**config.mk**
```make
export PLATFORM = sky130hd
export DESIGN_NAME = mesi_cache_ctrl
export DESIGN_NICKNAME = d
export VERILOG_FILES = /design/src/rtl/mesi_cache_ctrl.sv
export SDC_FILE = /design/constraint.sdc
export NUM_CORES = 1
export LEC_CHECK = 0
export ABC_AREA = 1
export CORE_ASPECT_RATIO = 1.5
export CORE_MARGIN = 2
export CORE_UTILIZATION = 40
export CTS_BUF_LIST = sky130_fd_sc_hd__clkbuf_4 sky130_fd_sc_hd__clkbuf_8
export CTS_CLUSTER_DIAMETER = 100
export CTS_CLUSTER_SIZE = 8
export DETAILED_ROUTE_END_ITERATION = 7
export GPL_ROUTABILITY_DRIVEN = 0
export MAX_ROUTING_LAYER = met4
export PLACE_DENSITY = 0.73
export SETUP_SLACK_MARGIN = 0.5
export SYNTH_ARGS = -nofsm -noshare
export SYNTH_HDL_FRONTEND = slang
export SYNTH_SLANG_ARGS = --single-unit
```
**constraint.sdc**
```tcl
create_clock -name clock -period 4.5 [get_ports clock]
set_clock_uncertainty 0.1 [all_clocks]
set_input_delay 0.675 -clock clock [delete_from_list [all_inputs] [get_ports clock]]
set_output_delay 0.675 -clock clock [all_outputs]
set_load 0.005 [all_outputs]
```
**src/rtl/mesi_cache_ctrl.sv**
```systemverilog
// rtl/mesi_cache_ctrl.sv - MESI coherence controller for a private multi-line cache
module mesi_cache_ctrl #(
  parameter int INDEX_W = 2,
  localparam int NUM_LINES = 2 ** INDEX_W
) (
  input  logic                   clock,
  input  logic                   reset,
  input  logic                   cpu_valid,
  output logic                   cpu_ready,
  input  logic                   cpu_write,
  input  logic [INDEX_W-1:0]     cpu_index,
  output logic                   cpu_done,
  output logic                   cpu_hit,
  output logic                   bus_req,
  input  logic                   bus_gnt,
  output logic [1:0]             bus_cmd,
  output logic [INDEX_W-1:0]     bus_index,
  input  logic                   bus_shared,
  input  logic                   snoop_valid,
  input  logic [1:0]             snoop_cmd,
  input  logic [INDEX_W-1:0]     snoop_index,
  output logic                   snoop_hit,
  output logic                   write_back,
  output logic [INDEX_W-1:0]     wb_index,
  output logic [2*NUM_LINES-1:0] line_state
);

  localparam logic [1:0] ST_I = 2'b00;
  localparam logic [1:0] ST_S = 2'b01;
  localparam logic [1:0] ST_E = 2'b10;
  localparam logic [1:0] ST_M = 2'b11;

  localparam logic [1:0] CMD_RM  = 2'b00;
  localparam logic [1:0] CMD_WM  = 2'b01;
  localparam logic [1:0] CMD_INV = 2'b10;

  typedef enum logic [1:0] {IDLE, BUS_WAIT, RESP} state_t;

  state_t     state;
  state_t     state_next;
  logic [1:0] lines      [NUM_LINES];
  logic [1:0] lines_next [NUM_LINES];
  logic       hit_q;

  logic [1:0] cur_line;
  logic [1:0] snp_line;
  logic       accept;
  logic       need_bus;
  logic       snoop_act;

  assign cur_line  = lines[cpu_index];
  assign snp_line  = lines[snoop_index];
  // A snoop to the requested line stalls the core so classification sees the post-snoop state.
  assign cpu_ready = reset && (state == IDLE) && !(snoop_valid && (snoop_index == cpu_index));
  assign accept    = cpu_valid && cpu_ready;
  assign need_bus  = (cur_line == ST_I) || (cpu_write && (cur_line == ST_S));
  assign snoop_act = snoop_valid && (snoop_cmd != 2'b11);

  assign bus_req  = (state == BUS_WAIT);
  assign cpu_done = (state == RESP);
  assign cpu_hit  = (state == RESP) && hit_q;

  // Next FSM state: hits go straight to response, misses wait for the bus grant.
  always_comb begin
    state_next = state;
    case (state)
      IDLE:     if (accept) state_next = need_bus ? BUS_WAIT : RESP;
      BUS_WAIT: if (bus_gnt) state_next = RESP;
      RESP:     state_next = IDLE;
      default:  state_next = IDLE;
    endcase
  end

  // Next line states: snoop first, then silent E->M, then the grant update which overrides the snoop.
  always_comb begin
    for (int i = 0; i < NUM_LINES; i++) begin
      lines_next[i] = lines[i];
      if (snoop_act && (snoop_index == INDEX_W'(i))) begin
        if (snoop_cmd == CMD_RM) begin
          if ((lines[i] == ST_M) || (lines[i] == ST_E)) lines_next[i] = ST_S;
        end else begin
          lines_next[i] = ST_I;
        end
      end
      if (accept && cpu_write && (cpu_index == INDEX_W'(i)) && (lines[i] == ST_E))
        lines_next[i] = ST_M;
      if ((state == BUS_WAIT) && bus_gnt && (bus_index == INDEX_W'(i)))
        lines_next[i] = (bus_cmd == CMD_RM) ? (bus_shared ? ST_S : ST_E) : ST_M;
    end
  end

  // Flatten line states for observation.
  always_comb begin
    line_state = '0;
    for (int i = 0; i < NUM_LINES; i++) line_state[2*i +: 2] = lines[i];
  end

  // State, line array and pending bus command registers.
  always_ff @(posedge clock or negedge reset) begin
    if (!reset) begin
      state     <= IDLE;
      hit_q     <= 1'b0;
      bus_cmd   <= CMD_RM;
      bus_index <= '0;
      for (int i = 0; i < NUM_LINES; i++) lines[i] <= ST_I;
    end else begin
      state <= state_next;
      for (int i = 0; i < NUM_LINES; i++) lines[i] <= lines_next[i];
      if (accept) begin
        hit_q <= (cur_line != ST_I);
        if (need_bus) begin
          bus_cmd   <= !cpu_write ? CMD_RM : ((cur_line == ST_I) ? CMD_WM : CMD_INV);
          bus_index <= cpu_index;
        end
      end else if ((state == BUS_WAIT) && !bus_gnt && (bus_cmd == CMD_INV) &&
                   (lines_next[bus_index] == ST_I)) begin
        // Our shared copy was taken away while waiting: we now need the data too.
        bus_cmd <= CMD_WM;
      end
    end
  end

  // Registered snoop response and write-back pulse.
  always_ff @(posedge clock or negedge reset) begin
    if (!reset) begin
      snoop_hit  <= 1'b0;
      write_back <= 1'b0;
      wb_index   <= '0;
    end else begin
      snoop_hit  <= snoop_act && (snp_line != ST_I);
      write_back <= snoop_act && (snp_line == ST_M);
      if (snoop_act && (snp_line == ST_M)) wb_index <= snoop_index;
    end
  end

endmodule

```
Word-level counts from Yosys, hierarchy flattened

Index checks and enable logic that the tools add are counted.

$add $sub $neg: 0
Multipliers: 0
Divide/modulo/power cells: 0
$lt $le $gt $ge: 3
Equal/unequal tests: 27
Shifts and indexed selects: 0
Mux-type cells: 40
Bitwise gates (word level): 3
Reduce and logical (&&, ||, !) cells: 51

Operators with widths:

| operator                                                 | count |
|---|---|
| two-way mux 2 bit                                        | 36 |
| == test 2 bit, second input constant                     | 17 |
| logical AND 1 bit                                        | 30 |
| zero test 2 bit                                          | 8 |
| binary-select mux 2 bit (select 2 bit)                   | 3 |
| == test 2 x 1 -> 1 bit, second input constant            | 5 |
| greater-or-equal comparator 3 bit, second input constant | 3 |
| NOT 2 -> 3 bit                                           | 3 |
| AND reduction 2 bit                                      | 3 |
| nonzero test 2 bit                                       | 3 |
| logical OR 1 bit                                         | 5 |
| != test 2 x 1 -> 1 bit, second input constant            | 2 |
| != test 2 bit, second input constant                     | 2 |
| one-hot mux 2 bit (2 select lines)                       | 1 |
| == test 2 bit                                            | 1 |
| zero test 1 bit                                          | 2 |

Register bits: 19
Latch bits: 0
Memory bits (writable): 0
Memory bits (read-only): 0
Output and inout port bits: 20
Memories: 0

Longest topological paths before layout

Word-level depth: 17
Gate-level depth with buffers: 15
Depth with buffers taken out: 15

Worst setup path before layout

No wires, ideal clock.

Path kind: input-to-reg
Start: input snoop_cmd[0]
End: register bus_cmd[0]
Data arrival time: 1.666 ns
Data required time: 4.283 ns
Setup slack: 2.618 ns
Cell stages on the path: 15
Path through: nand2_1 -> nand2_4 -> inv_1 -> nand2_1 -> nand2_1 -> nand3_1 -> o21bai_1 -> nand2_1 -> nand2_1 -> nand2_1 -> inv_1 -> nor2_1 -> nand2_1 -> nand3_1 -> nand2_1

Cells in the longest elaborated chain, start to end: 13

Ends and longest elaborated chain:

| item                                                     | RTL line | RTL |
|---|---|---|
| start: declaration                                       | 20       | `input logic [1:0] snoop_cmd,` |
| != test 2 bit                                            | 57       | `assign snoop_act = snoop_valid && (snoop_cmd != 2'b11);` |
| logical AND 1 bit                                        | 57       |  |
| logical AND 1 bit                                        | 78       | `if (snoop_act && (snoop_index == INDEX_W'(i))) begin` |
| two-way mux 2 bit                                        | 78       |  |
| two-way mux 2 bit                                        | 85       | `if (accept && cpu_write && (cpu_index == INDEX_W'(i)) && (lines[i] == ST_E))` |
| two-way mux 2 bit                                        | 87       | `if ((state == BUS_WAIT) && bus_gnt && (bus_index == INDEX_W'(i)))` |
| binary-select mux 2 bit (select 2 bit) (*)               | 116      | `(lines_next[bus_index] == ST_I)) begin` |
| two-way mux 2 bit (not written as such) (*) (2 in a row) | 116      |  |
| zero test 2 bit (*)                                      | 116      |  |
| logical AND 1 bit (*)                                    | 115      | `end else if ((state == BUS_WAIT) && !bus_gnt && (bus_cmd == CMD_INV) &&` |
| nonzero test 2 bit (no line) (*)                         | -        |  |
| AND reduction 2 bit (no line) (*)                        | -        |  |
| end signal: assignment                                   | 112      | `bus_cmd <= !cpu_write ? CMD_RM : ((cur_line == ST_I) ? CMD_WM : CMD_INV);` |
| end: declaration                                         | 16       | `output logic [1:0] bus_cmd,` |

Mark *: on every way between the ends. The rest lies on a longest branch, timed or not. The select of a mux whose other input is x is not followed.
A chain may end at the register's enable or synchronous reset.

Worst setup path in the final report

Start: input reset
End: output cpu_ready

Cells in the longest elaborated chain, start to end: 2

Ends and longest elaborated chain:

| item                           | RTL line | RTL |
|---|---|---|
| start: declaration             | 7        | `input logic reset,` |
| logical AND 1 bit (2 in a row) | 54       | `assign cpu_ready = reset && (state == IDLE) && !(snoop_valid && (snoop_index == cpu_index));` |
| end: declaration               | 9        | `output logic cpu_ready,` |

No other way between the ends.

==> metrics.md <==
| Metric | Value |
|---|---|
| Cell breakdown of the critical path | clkdlybuf4s50_1 -> buf_4 -> nor3b_1 -> and2_1 -> clkdlybuf4s50_1 |
| Distinct cells, synth | 24 |
| Crit path max-delay cell type | clkdlybuf4s50_1 |
| P_leak | 0.000880 uW |
| Worst slew margin | between 80% and 90% |
| Pwr/cell area | 511 nW/um^2 |
| Final hold viol count | 0 |
| DRT antenna net count | 0 |
| Buf+Inv Stages, Crit Path | 3 |
| DR top layer | met4 |
| RSZ-0062 raised after global routing | no |
| #FFs+latches synth | 19 |
| CP Depth | 5 |
| Drt drc | 0 |
| FILL cells | 325 |
| Via count | about 1400 |
| # hold bufs at CTS | 0 |
| Async set or reset register ratio after synthesis | 100% |
| Worst EP required | roughly 3.7 ns |
| Die W | just over 50 um |
| DRT iter0 DRCs | 36 |
| Most frequent cell on the critical path | clkdlybuf4s50_1 |
| Clk_lat worst skew | 0.26 ns |
| Syn_area_per_cell | 6.48 um^2 |
| Die Y-Extent | 74.4 um |
| Initial core utilization | 41.8% |
| ANT cells | 0 |
| Met1 WL | 1390 um |
| Worst-margin pin slew | 0.278 ns |
| Synth top area cells | dfrtp_1 36%, nand2_1 17%, inv_1 11% |
| Slew Limit Fails | 0 |
| Initial antenna violation count | 0 |
| Syn Std Cell Area | 1320 um^2 |
| CP Capture Type | output port |
| First-pass DRT Iterations | 4 |
| Place WS | 1.30 ns |
| Reg clk slew, reported paths | 0.08 ns |
| DIE AREA | 3790 um^2 |
| Vias in the first global route | 1264 |
| CP Class | primary input to output port |
| Max-Cap Viols | 0 |
| Period minus WS final | 3.17 ns |
| Synthesized instance count | 204 |
| Post-CTS setup buffer count | 0 |
| Grt ovf | 0 |
| Crit-path max FO | 20 |
| Min Hold Slack | 0.397 ns |
| CTS tree | yes |
| IO buf count | 32 |
| Layout area overhead | 32.1% |
| CP startpoint kind | primary input |
| CP delay by family, top | buffers and inverters |
| Total GRT Usage | approximately 20% |
| Register area | 475 um^2 |
| Avg Vias per Cell | 4.81 |
| Clock buffer depth | 2 |
| Hold path depth | 2 |
| Core ar. | 3160 um^2 |
| Slack of the critical path | 1.33 ns |
| WL met2 | around 1700 um |
| Final Setup Violations | 0 |
| Reg2Reg Depth | 10 |
| Worst path max stage delay | around 0.50 ns |
| Std cell rows | 25 |
| Largest net degree at the start of global routing | 21 |
| Total Routed Length | between 3000 and 4000 um |
| Final-stage net count | 255 |
| Non-Filler Instances | 281 |
| Maximum vdd ir drop | between 0.2 and 0.25 mV |
| Synth cell count leaders | 60 x nand2_1, 39 x inv_1, 25 x nor2_1 |
| Critical Path AT | around 2.4 ns |
| Detailed placement HPWL | 2630 um |
| YS warnings | 0 |
| Final worst path period share | 70.5% |
| EDFF count, synth | 0 |
| Worst hold-check path type | register to register |
| Top-count cell post-synth | nand2_1 |
| Status | finished clean |
| TritonCTS Buffers | 3 |
| Root Buffer | clkbuf_8 |
| Synth Flop Type | dfrtp_1 |
| Placed Cells | 277 |
| Setup TNS | 0 ns |
| Ports | 33 |
| Final Util | between 50% and 60% |
| Leading area contributor after synthesis | dfrtp_1 |
| Yosys top cell area share | a little over a third |
| Area of the multi-input gates | 681 um^2 |
| First-pass GRT wire length | 5620 um |
| Routed wl met3 | 116 um |
| Clock sinks | 19 |
| Depth of the CTS H-tree | 1 |
| Register area share after synthesis | 36.0% |
| Max Fclk | 315 MHz |
| Syn Nets | 217 |
| DR WL/cell | 11.7 um |
| Layout cells sized above 1 | 8.71% |
| Resized Gates After CTS | 0 |
cell families (layout without fill, tap and decap cells):
group | Yosys count | in the layout | share of synthesized area, %
and+or+nand+nor | 111 | 111 | 38.4
DFF | 19 | 19 | 36.0
buffers and inverters | 44 | 81 | 12.5
AOI/OAI and AO/OA | 30 | 30 | 13.1
sequential cells by signal, indices dropped and copies added (netlist names):
register,flops
snoop_hit,1
state,2
wb_index,2
bus_index,2
bus_cmd,2
hit_q,1
write_back,1
line_state,8
routing by layer:
| metal | vias up | global-route usage (%) |
|---|---|---|
| li1 | 702 | - |
| met1 | 611 | 23.9 |
| met4 | 0 | 9.01 |
| met3 | 5 | 1.41 |
| met2 | 34 | 35.5 |
| met5 | - | - |
path summary, 6_finish.rpt:
kind                                    end  slack, ns      from
worst min-delay path                  hit_q       0.40     hit_q
worst max register to register   bus_cmd[1]       2.64  state[0]
worst min register to register        hit_q       0.40     hit_q
worst max-delay path              cpu_ready       1.33     reset
min in group asynchronous        bus_cmd[1]       0.65     reset
max in group asynchronous       wb_index[1]       3.44     reset
area by class of cell:
cell class | count | area share, %
clock inverter | 1 | 0.287
tap | 40 | 2.87
inverter | 44 | 9.46
clock buffer | 3 | 2.37
multi-input combinational | 141 | 39.0
timing repair buffer | 33 | 18.8
sequential | 19 | 27.2
report_power, final:
part / switching (uW) / total [uW] / internal (uW)
Combinational: 247 / 477 / 230
Sequential: 58.2 / 294 / 236
Clock: 58.7 / 120 / 61.7
Total: 364 / 891 / 528
layout by cell type, fill, tap and decap left out, types with 3 or more instances in the layout:
| cell type | netlist | final |
|---|---|---|
| o21ai_1 | 8 | 8 |
| clkbuf_8 | 0 | 3 |
| nand2_2 | 3 | 3 |
| o22ai_1 | 3 | 3 |
| nand3_1 | 9 | 9 |
| inv_1 | 39 | 39 |
| clkdlybuf4s50_1 | 0 | 32 |
| nor3b_1 | 3 | 3 |
| o21ai_0 | 7 | 7 |
| inv_2 | 5 | 5 |
| dfrtp_1 | 19 | 19 |
| a21oi_1 | 7 | 7 |
| nand2_1 | 60 | 60 |
| nor2_1 | 25 | 25 |
stage by stage:
stage / area (um^2) / total power (uW)
finish: 1750 / 891
global route: 1750 / 977
CTS: 1750 / 898
detailed placement: 1700 / 774
global placement: 1700 / 771
floorplan: 1320 / 559
worst register-to-register path, stage by stage, from the launching register on:
cell	delay, ns
dfrtp_1	0.43
nor3b_1	0.30
nand4_2	0.22
o21bai_1	0.20
nand2_1	0.10
nand2_1	0.07
nand2_1	0.06
nand3_1	0.10
o21bai_2	0.07
nand2_1	0.06
nand2_1	0.05
(Power assumes the default switching activity.)
